## config.mk

```make
export PLATFORM = sky130hd
export DESIGN_NAME = shiftreg_chain
export DESIGN_NICKNAME = d
export VERILOG_FILES = /design/src/rtl/shiftreg_chain.sv
export SDC_FILE = /design/constraint.sdc
export NUM_CORES = 1
export LEC_CHECK = 0
export BUFFER_PORTS_ARGS = -buffer_cell sky130_fd_sc_hd__buf_2
export CORE_MARGIN = 4
export CORE_UTILIZATION = 51
export CTS_BUF_LIST = sky130_fd_sc_hd__clkbuf_4 sky130_fd_sc_hd__clkbuf_8
export CTS_CLUSTER_DIAMETER = 200
export DETAILED_ROUTE_END_ITERATION = 10
export PLACE_DENSITY_LB_ADDON = 0.3
export SLEW_MARGIN = 0
export SYNTH_ARGS = -nofsm -noshare
export SYNTH_HDL_FRONTEND = slang
export SYNTH_SLANG_ARGS = --single-unit
```

## constraint.sdc

```tcl
create_clock -name i_clk -period 1.8 [get_ports i_clk]
set_input_delay 0.54 -clock i_clk [delete_from_list [all_inputs] [get_ports i_clk]]
set_output_delay 0.54 -clock i_clk [all_outputs]
set_load 0.02 [all_outputs]
```

## src/rtl/shiftreg_chain.sv

```systemverilog
// Drives a daisy-chain of N_BYTES 74HC595 devices: serialises a W-bit word onto SER/SRCLK, then pulses RCLK.
// Optional output-enable port o_OE_n is built when the macro SHIFTREG_OE_EN is defined.
`timescale 1ns/1ps

module shiftreg_chain #(
    parameter int N_BYTES   = 1,
    parameter int CLK_DIV   = 1,
    parameter int LSB_FIRST = 0
) (
    input  logic                   i_clk,
    input  logic                   i_rst_n,
    input  logic [8*N_BYTES-1:0]   i_Data,
    input  logic                   i_Enable,
    output logic                   o_Ready,
    output logic                   o_SRCLK,
    output logic                   o_RCLK,
    output logic                   o_SER
`ifdef SHIFTREG_OE_EN
    ,
    output logic                   o_OE_n
`endif
);

    localparam int W     = 8 * N_BYTES;
    localparam int BIT_W = (W > 1) ? $clog2(W) : 1;
    localparam int DIV_W = (CLK_DIV > 1) ? $clog2(CLK_DIV) : 1;

    localparam logic [BIT_W-1:0] BIT_LAST = BIT_W'(W - 1);
    localparam logic [DIV_W-1:0] DIV_LAST = DIV_W'(CLK_DIV - 1);

    typedef enum logic [1:0] {
        IDLE  = 2'd0,
        SETUP = 2'd1,
        HIGH  = 2'd2,
        LATCH = 2'd3
    } state_t;

    state_t           state_q, state_d;
    logic [DIV_W-1:0] div_q,   div_d;
    logic [BIT_W-1:0] bit_q,   bit_d;
    logic [W-1:0]     shift_q, shift_d;
    logic             ready_q, ready_d;
    logic             srclk_q, srclk_d;
    logic             rclk_q,  rclk_d;
    logic             ser_q,   ser_d;

    logic             div_last;
    logic [W-1:0]     shift_adv;

    // Bit presented on SER: the end of the shifter that leaves first.
    function automatic logic pick_bit(input logic [W-1:0] v);
        if (LSB_FIRST != 0) begin
            return v[0];
        end else begin
            return v[W-1];
        end
    endfunction

    assign div_last  = (div_q == DIV_LAST);
    assign shift_adv = (LSB_FIRST != 0) ? {1'b0, shift_q[W-1:1]} : {shift_q[W-2:0], 1'b0};

    // Next-state and next-output logic for the serialiser FSM.
    always_comb begin
        state_d = state_q;
        div_d   = div_q;
        bit_d   = bit_q;
        shift_d = shift_q;
        ready_d = ready_q;
        srclk_d = srclk_q;
        rclk_d  = rclk_q;
        ser_d   = ser_q;
        case (state_q)
            IDLE: begin
                ready_d = 1'b1;
                srclk_d = 1'b0;
                rclk_d  = 1'b0;
                ser_d   = 1'b0;
                if (i_Enable && ready_q) begin
                    shift_d = i_Data;
                    bit_d   = {BIT_W{1'b0}};
                    div_d   = {DIV_W{1'b0}};
                    ready_d = 1'b0;
                    ser_d   = pick_bit(i_Data);
                    state_d = SETUP;
                end else begin
                    state_d = IDLE;
                end
            end
            SETUP: begin
                if (div_last) begin
                    div_d   = {DIV_W{1'b0}};
                    srclk_d = 1'b1;
                    state_d = HIGH;
                end else begin
                    div_d = div_q + DIV_W'(1);
                end
            end
            HIGH: begin
                if (div_last) begin
                    div_d   = {DIV_W{1'b0}};
                    srclk_d = 1'b0;
                    if (bit_q == BIT_LAST) begin
                        rclk_d  = 1'b1;
                        state_d = LATCH;
                    end else begin
                        shift_d = shift_adv;
                        ser_d   = pick_bit(shift_adv);
                        bit_d   = bit_q + BIT_W'(1);
                        state_d = SETUP;
                    end
                end else begin
                    div_d = div_q + DIV_W'(1);
                end
            end
            LATCH: begin
                if (div_last) begin
                    div_d   = {DIV_W{1'b0}};
                    rclk_d  = 1'b0;
                    ser_d   = 1'b0;
                    ready_d = 1'b1;
                    state_d = IDLE;
                end else begin
                    div_d = div_q + DIV_W'(1);
                end
            end
            default: begin
                div_d   = {DIV_W{1'b0}};
                bit_d   = {BIT_W{1'b0}};
                ready_d = 1'b1;
                srclk_d = 1'b0;
                rclk_d  = 1'b0;
                ser_d   = 1'b0;
                state_d = IDLE;
            end
        endcase
    end

    // State and output registers.
    always_ff @(posedge i_clk or negedge i_rst_n) begin
        if (!i_rst_n) begin
            state_q <= IDLE;
            div_q   <= {DIV_W{1'b0}};
            bit_q   <= {BIT_W{1'b0}};
            shift_q <= {W{1'b0}};
            ready_q <= 1'b1;
            srclk_q <= 1'b0;
            rclk_q  <= 1'b0;
            ser_q   <= 1'b0;
        end else begin
            state_q <= state_d;
            div_q   <= div_d;
            bit_q   <= bit_d;
            shift_q <= shift_d;
            ready_q <= ready_d;
            srclk_q <= srclk_d;
            rclk_q  <= rclk_d;
            ser_q   <= ser_d;
        end
    end

    assign o_Ready = ready_q;
    assign o_SRCLK = srclk_q;
    assign o_RCLK  = rclk_q;
    assign o_SER   = ser_q;

`ifdef SHIFTREG_OE_EN
    logic oe_n_q, oe_n_d;

    // Unblank the 595 outputs once the first complete word has been latched.
    always_comb begin
        oe_n_d = oe_n_q;
        if ((state_q == LATCH) && div_last) begin
            oe_n_d = 1'b0;
        end else begin
            oe_n_d = oe_n_q;
        end
    end

    // Output-enable register; only reset re-blanks the outputs.
    always_ff @(posedge i_clk or negedge i_rst_n) begin
        if (!i_rst_n) begin
            oe_n_q <= 1'b1;
        end else begin
            oe_n_q <= oe_n_d;
        end
    end

    assign o_OE_n = oe_n_q;
`endif

endmodule

```

# After elaboration in Yosys (flattened, before gate mapping)
# Index checks and enable logic that the tools add are counted.
# word_totals
regBits	17
latchBits	0
ram_bits	0
rom_bits	0
in_bits	11
output_inout_bits	4
n_memories	0
# classes
n_addsub	2
n_mul	0
div_mod_pow	0
n_lt_le_gt_ge	0
n_eq_ne	10
shift	0
muxes	29
bitwise_logic	0
reduce_logical	13
# ops
op	n
$mux W7	3
$pmux W7 S2	1
$ne A2 B2 Y1 const B	6
$reduce_and A4 Y1	3
$mux W1	11
$mux W3	3
$pmux W1 S3	3
$mux W2	4
$pmux W2 S4	1
$pmux W3 S2	1
$reduce_and A3 Y1	2
$reduce_bool A3 Y1	2
$eq A2 B2 Y1 const B	2
$pmux W1 S2	2
$reduce_bool A2 Y1	2
$add A3 B1 Y3 const B	1
$eq A3 B3 Y1 const B	1
$reduce_or A3 Y1	1
$eq A2 B1 Y1 const B	1
$logic_not A2 Y1	1
$reduce_and A2 Y1	1
$add A1 B1 Y1 const B	1
$logic_and A1 B1 Y1	1

# Longest topological paths before layout
# Gate-level depths: netlist of run 1.
# depth
word_depth	4
depth_mapped	6

# Worst setup path before layout of run 1
# OpenSTA, ideal clock, no wires.
# synth_path
path_type	reg-to-reg
start	reg bit_q[0]
end	reg bit_q[0]
t_arrival_ps	1718
t_required_ps	1675
slack_ps	-43
path_stages_with_launch	6
cell_sequence	dfrtp_1 > ha_1 > ha_1 > and2_4 > a211oi_4 > mux2_2
# synth_between
elab_chain_len	4
# synth_lines
element	line_no	source
from (decl)	40	logic [BIT_W-1:0] bit_q, bit_d;
from (signal assigned)	143	bit_q <= {BIT_W{1'b0}};
from (signal assigned)	152	bit_q <= bit_d;
$add A3 B1 Y3	108	bit_d = bit_q + BIT_W'(1);
$mux W3	102	if (bit_q == BIT_LAST) begin
$mux W3	99	if (div_last) begin
$pmux W3 S2	72	case (state_q)
# Parallel ways exist; a longest one is shown, timed or not. The select of a mux whose other input is x is not followed.
# A chain may end at the register's enable or synchronous reset.

# Worst setup path in the final report of run 1
# layout_path
start	reg bit_q[0]
end	reg shift_q[2]
# layout_between
elab_chain_len	3
# layout_lines
element	line_no	source
$eq A3 B3 Y1	102	
$ne A2 B2 Y1 (no source line)	-	
$reduce_and A4 Y1 (no source line)	-	
to (signal assigned)	144	shift_q <= {W{1'b0}};
to (signal assigned)	153	shift_q <= shift_d;
to (decl)	41	logic [W-1:0] shift_q, shift_d;
# Every way passes these cells.

==> out/results.txt, run 1 <==
The overall track demand over capacity in global routing came out at 0.154. Synthesis handed over a netlist of 71 instances. The tool flagged a number of max-cap violations equal to 0. The die width was 49.1 um.

The synthesized design contains 16 register bits. The first detailed-routing pass took 4 iterations. The tightest min-delay check is of the in -> async type.

The kind of end point of the critical path was a register. The tools report the clock tree root buffer cell as clkbuf_4. Yosys printed 0 warnings.

Dividing the detail-routed wire length by the instance count gives 13.7 um. For this design the ratio of total power to cell area is 1710 nW/um^2. Dividing the detail-routed via count by the number of cells gives 5.32.

The commonest cells after synthesis are dfrtp_1 (15), mux2_2 (15), ha_1 (9). For this block, the initial DRC count from the detailed router was 4. The share of cells above drive strength 1 came out at 0.505.

The worst max-slew margin expressed relative to the limit came out at 0.764. The run gives 0.467 as the sequential element share of the synthesized area. The run gives 0 as the total of hold buffers inserted after clock tree synthesis. TritonCTS built the clock tree.

The post-synthesis async set-or-reset flop share is 1.00, and the cell area reported after detailed placement is 1000 um^2. Entering global routing, the biggest net connects 17 pins. The effective utilization at floorplan is 0.552, and the post-synthesis to final-layout area growth is 24.4%. The count of non-filler cells in the finished layout is 113, and the final standard cell area without fillers is 1070 um^2.

When the netlist entered floorplanning its net count stood at 91. After legalization and detailed placement, the total HPWL measured 1180 um. The clock latency on the worst-skew pair came out at 290 ps. Number of nets in the layout: 118. The initial antenna violation count came out at 0.

The achievable frequency came out at 574 MHz. The cell area that synthesis handed to floorplanning was 861 um^2. Summed over all instances, the cell type with the most area after synthesis is dfrtp_1. The number of different library cells used by synthesis comes to 19. Worst endpoint data arrival time: 1920 ps. The H-tree depth is 1, and the fraction of the cycle the final worst path needs is 0.968.

The slew at the pin with the worst max-slew slack is 355 ps, and the sum of negative setup slack is 0 ps. The final antenna diode count is 0. Routability-driven placement finished with a final weighted congestion of 0.751. Setup repair after global routing left no endpoint under its margin. Counting every sink on the clock net gives 16. The tools report the wire length of the first global-routing pass as 2770 um.

The worst IR drop on VDD is 0.000943 V. Path type of the worst setup path: reg -> reg. The count of final hold-check violations came out at 0.

Input and output buffers added on the ports amount to 14. Global routing finished with a remaining overflow of 0. Sorting the synthesized cells by area gives the leading types as dfrtp_1 (44%), mux2_2 (20%), ha_1 (13%), dfstp_2 (3.1%), inv_1 (2.6%). The data required time of the worst path is 1970 ps.

The overall die area is 2410 um^2, and the number of rows created at floorplan is 14. After clock tree synthesis, the clock-pin slew on the worst setup and hold paths is 90 ps. The run gives 0 as the final setup violation count. For this design the static power due to leakage is 0.525 nW.

Startpoint class of the critical path: a register. The run finished with clean final reports. The core outline area was 1560 um^2.

The number of enable flip-flop cells after synthesis came out at 0. After synthesis, the mean cell area works out to 12.1 um^2. The clock period could shrink to 1740 ps. The routed layout has 601 vias.

Via count of the first global-routing pass: 633. Dominant synthesized flop cell: dfrtp_1. TritonCTS created 3 clock buffers.

Once detail routing completed, the nets flagged for antenna violations numbered 0. The fraction of synthesized cell area taken by the top area cell type was 0.436. In the routed design, unresolved DRC markers number 0. The layout has 126 filler cells.

On the final layout, the worst clock skew is 4.26 ps. The total length of routed wires is 1550 um, and the die boundary height is 49.1 um. The number of slew-limit violations in the final report is 0, and the maximum fanout along the worst path is 10.

In this run the deepest clock path goes through 2 buffers. During I/O placement, the number of pins put on the boundary was 15. In this run, placement finished with an instance count of 106.
[path summary, 6_finish.rpt]
kind,startpoint,end,slack (ps),cells after the start
min reg2reg,o_Ready$_DFFE_PN1P_,o_Ready$_DFFE_PN1P_,490,2
min in group i_clk,o_Ready$_DFFE_PN1P_,o_Ready$_DFFE_PN1P_,490,2
max,bit_q[0]$_DFFE_PN0P_,shift_q[2]$_DFFE_PN0P_,60,6
max reg2reg,bit_q[0]$_DFFE_PN0P_,shift_q[2]$_DFFE_PN0P_,60,6
max in group asynchronous,i_rst_n,o_Ready$_DFFE_PN1P_,1360,1
min,i_rst_n,o_SRCLK$_DFFE_PN0P_,140,1
[flip-flops by register name (all words and copies together) (netlist names)]
name,cells
bit_q,3
o_SRCLK,1
state_q,2
o_Ready,1
shift_q,7
o_RCLK,1
o_SER,1
[layout by cell type (no fill, tap or decap), drive strengths merged]
cell type	instances
a211oi	1
a21oi	2
a31oi	1
and2	1
buf	23
clkbuf	4
dfrtp	15
dfstp	1
ha	9
inv	6
mux2	15
mux2i	2
nand2	4
nand3	2
nor2	3
nor2b	2
nor3	1
o21ai	3
o31ai	1
or4b	1
[what timing repair did]
| item | CTS | global route |
|---|---|---|
| endpoints found under the setup margin | 0 | 8 |
| hold endpoints to repair | 0 | 0 |
| resized for setup | 0 | 3 |
| buffers inserted | 0 | 3 |
[cells by family after synthesis]
group	Yosys count	synth area share
AO/OA/AOI/OAI	8	0.0683
buffers and inverters	7	0.0305
adder cells (fa/ha/maj)	9	0.131
multiplexers	17	0.219
AND/OR/NAND/NOR	14	0.0843
flip-flops	16	0.467
[power breakdown]
| group | switching (mW) | internal [mW] | total, mW |
|---|---|---|---|
| Sequential | 0.0870 | 0.525 | 0.612 |
| Clock | 0.113 | 0.123 | 0.236 |
| Combinational | 0.429 | 0.550 | 0.979 |
[layer usage]
metal,vias to the layer above,share of wire,GRT usage
met4,0,0.0065,0.0569
met5,-,0,0
met2,15,0.53,0.272
met3,2,0.052,0.0612
li1,300,-,-
met1,284,0.41,0.162
[metrics by stage]
| step | util | worst slack, ps | power (mW) | hold slack [ps] |
|---|---|---|---|---|
| finish | 0.687 | 57.4 | 1.83 | 145 |
| floorplan | - | 6.29 | 1.21 | 244 |
| global route | 0.687 | 6.21 | 1.96 | 149 |
| global placement | 0.644 | 87.9 | 1.49 | 465 |
| detailed placement | 0.644 | 41.2 | 1.53 | 467 |
| CTS | 0.668 | 16.5 | 1.78 | 141 |
[cell type report]
type	count	area, um^2	share of cell area
clock buffer	4	36.3	0.0339
tap	16	20.0	0.0187
multi-input combinational	48	440	0.411
inverter	6	22.5	0.0210
sequential	16	402	0.375
timing repair buffer	23	150	0.140
[critical path, stage by stage, from the launching register on]
cell and delay [ps]:
dfrtp_1 410, ha_2 190, ha_1 190, and2_4 150
a211oi_4 190, buf_12 160, mux2_2 340
Note: power is estimated with default switching activity, not from simulation.
==> inputs of run 2 (changes only) <==
--- a/config.mk
+++ b/config.mk
@@ -11,7 +11,7 @@
 export CTS_BUF_LIST = sky130_fd_sc_hd__clkbuf_4 sky130_fd_sc_hd__clkbuf_8
 export CTS_CLUSTER_DIAMETER = 200
 export DETAILED_ROUTE_END_ITERATION = 10
-export PLACE_DENSITY_LB_ADDON = 0.3
+export PLACE_DENSITY = 0.88
 export SLEW_MARGIN = 0
 export SYNTH_ARGS = -nofsm -noshare
 export SYNTH_HDL_FRONTEND = slang
==> run 2 against run 1 <==
Effect of this change:
- hold slack worse by 2.7 ps
- sequential share of layout area is 1.5 points higher
- via count is 2.2% lower
- first-iteration DRC count is 100% higher
- setup slack worse by 10 ps
- clock power hardly changed
==> out/results.txt, run 2 (synthesized netlist as in run 1, its figures left out) <==
The critical path starts at state_q[0]$_DFF_PN0_. The tools report the number of DRC violations after detailed-routing iteration 0 as 8 (+4). The internal power consumption was 1.11 mW (-7.8%). The final weighted congestion in routability-driven placement was 0.832 (+11%); the clock skew after layout was 4.30 ps (+0.0434 ps). The area growth from synthesis to layout is 19.8%.

Number of buffers added on ports: 14 (unchanged). The tools report the overall die area as 2410 um^2 (unchanged). The remaining antenna violation count is 0 (unchanged). The worst-case setup slack after placement came out at 37.2 ps (-4.02 ps). The average wire per standard cell is 13.5 um (-1.3%). The HPWL reported at the end of detailed placement was 1180 um (about the same); the slew at the pin with the worst max-slew slack was 354 ps (-0.784 ps). The first-pass detailed-route iteration total was 4 (unchanged); the core outline area was 1560 um^2 (unchanged). The number of fill cells is 133 (+5.6%), and the final standard cell area without fillers is 1030 um^2 (-3.7%).

The share of power burned in the clock network is 0.138 (+0.009), and the total buffers and inverters traversed by the critical path is 2 (+1). More flip-flops sit in one register than any other, and that register is shift_q. The run gives 0.000978 V (+3.8%) as the worst IR drop on VDD. Number of setup buffers added after CTS: 0 (unchanged). Setup repair after global routing could not meet its margin everywhere.

The tools report the max-cap violation count as 0 (unchanged). The peak per-stage delay on the critical path is 390 ps (-20 ps), and the power spent charging and discharging nets is 608 uW (-3.4%). The run gives 992 um^2 (-1.2%) as the cell area reported after detailed placement. The tools report the clock net sink count as 16 (unchanged).

Number of nets in the layout: 115 (-2.5%). Kind of end point of the critical path: a register. The effective utilization at floorplan is 0.552 (unchanged).

The standby leakage power is 0.510 nW (-2.8%), and the net switching share of the total power is 0.355 (+0.0106). Grouping stages by cell kind, the critical path spends the most delay in flip-flops. The achievable frequency was 571 MHz (-0.57%).

The startpoint class of the critical path was a register. The logs give 0.764 (about the same) for the worst max-slew margin expressed relative to the limit and 0.144 (-0.00952) for the overall track demand over capacity in global routing. The via count of the first global-routing pass is 594 (-6.2%). The logs give 14 (unchanged) for the number of rows created at floorplan and 0 (unchanged) for the total of hold buffers inserted after clock tree synthesis.

The worst hold margin is 142 ps (-2.73 ps), and the number of flip-flops in the largest register is 7 (unchanged). The fraction of the cycle the final worst path needs came out at 0.974 (+0.00556). The signal on the critical path passes through inv_1, ha_1, nor2_1, a211oi_4, buf_4, mux2_2. Relative contribution of combinational cells to total power: 0.505 (-0.031). The slowest stage cell on the critical path is dfrtp_1.

For the maximum root-to-sink buffer count, the log shows 2 (unchanged). The cell count after placement came out at 106 (unchanged). The clock transition at the register clock pins on the worst setup and hold paths after CTS was 90 ps (about the same); the post-route worst setup slack was 47.4 ps (-10.0 ps). The count of non-filler cells in the finished layout is 110 (-2.7%), and the clock latency on the worst-skew pair is 290 ps (about the same). The H-tree depth was 1 (unchanged).

TritonCTS built the clock tree. The number of slew-limit violations in the final report came out at 0 (unchanged). The final antenna diode count is 0 (unchanged). The tools report the startpoint of the worst-slack reg-to-reg timing path as state_q[0]$_DFF_PN0_. The share of cells above drive strength 1 is 0.468 (-0.0371), and the post-detailed-route via-to-cell ratio is 5.35 (+0.51%). By startpoint and endpoint, the worst setup path is classified as reg -> reg. The wire length of the first global-routing pass is 2550 um (-8.0%), and the total length of routed wires is 1490 um (-3.9%). The total overflow reported by the global router is 0 (unchanged). Number of buffers created by CTS: 3 (unchanged). The count of pins on the block boundary was 15 (unchanged); the number of gates resized after CTS was 0 (unchanged). The largest registers in the layout are shift_q (7), bit_q (3), state_q (2).

The initial antenna violation count came out at 0 (unchanged). The data required time of the worst path came out at 1980 ps (about the same). The classification of the worst-slack hold path is in -> async. In this run the clock root is driven by a clkbuf_4. The final critical path time including I/O delays and setup is 1750 ps (+10.0 ps).

The die width came out at 49.1 um (unchanged). The maximum fanout along the worst path is 5 (-5). The pin count of the biggest net entering global routing is 17 (unchanged). The count of final hold-check violations came out at 0 (unchanged).

For the portion of total power attributed to sequential cells, the log shows 0.357 (+0.022). The die boundary height is 49.1 um (unchanged), and the worst endpoint data arrival time is 1930 ps (about the same). The top cell types in the final layout, fill and taps aside, are mux2_2 (15), dfrtp_1 (15), buf_2 (14). The total number of vias is 588 (-2.2%), and the total DRC errors in the routed layout is 0 (unchanged). The power per cell area is 1660 nW/um^2 (-2.6%). The tools report the final setup violation count as 0 (unchanged). The flow ran to the end, and the final reports show no timing, DRC or antenna violations.
==> run 2: cell count changes in the layout (fill, tap and decap cells not counted) <==
cell	before	now
buf_12	1	0
buf_4	8	6
ha_1	6	8
ha_2	3	1
==> run 2: cell type report <==
class	instances	area, um^2	area share
Multi-Input combinational cell	48	435	0.422
Tap cell	16	20.0	0.0194
Sequential cell	16	402	0.390
Inverter	6	22.5	0.0218
Timing Repair Buffer	20	115	0.112
Clock buffer	4	36.3	0.0352
==> run 2: path summary, 6_finish.rpt <==
kind	end	slack, ps	depth (start not counted)
min in group i_clk	o_Ready$_DFFE_PN1P_	500	2
min reg2reg	o_Ready$_DFFE_PN1P_	500	2
max reg2reg	shift_q[3]$_DFFE_PN0P_	50	6
min	state_q[0]$_DFF_PN0_	140	1
max in group asynchronous	o_Ready$_DFFE_PN1P_	1360	1
max	shift_q[3]$_DFFE_PN0P_	50	6
==> run 2: metal layers <==
metal	wire, um	GRT usage	share of wire	up-vias
met5	0	0	0	-
met2	741	0.246	0.50	23
met4	18	0.0711	0.012	0
met3	122	0.0612	0.082	2
met1	605	0.151	0.41	272
li1	-	-	-	291
==> run 2: power groups by stage <==
stage / clock network (mW) / logic, mW / registers (mW)
2_1_floorplan: 0 / 0.555 / 0.656
4_1_cts: 0.244 / 0.871 / 0.614
6_report: 0.236 / 0.865 / 0.612
5_1_grt: 0.264 / 0.943 / 0.635
3_5_place_dp: 0 / 0.870 / 0.621
3_3_place_gp: 0 / 0.826 / 0.610
==> run 2: through the flow <==
step | TNS [ps] | power [mW] | util
3_3_place_gp | 0 | 1.44 | 0.636
6_report | 0 | 1.71 | 0.661
2_1_floorplan | 0 | 1.21 | -
5_1_grt | -158 | 1.84 | 0.661
3_5_place_dp | 0 | 1.49 | 0.636
4_1_cts | 0 | 1.73 | 0.660
==> run 2: worst reg2reg max path, stage by stage, from the launching register on <==
cell and delay [ps]:
dfrtp_1 390, inv_1 130, ha_1 270, nor2_1 100
a211oi_4 240, buf_4 180, mux2_2 340
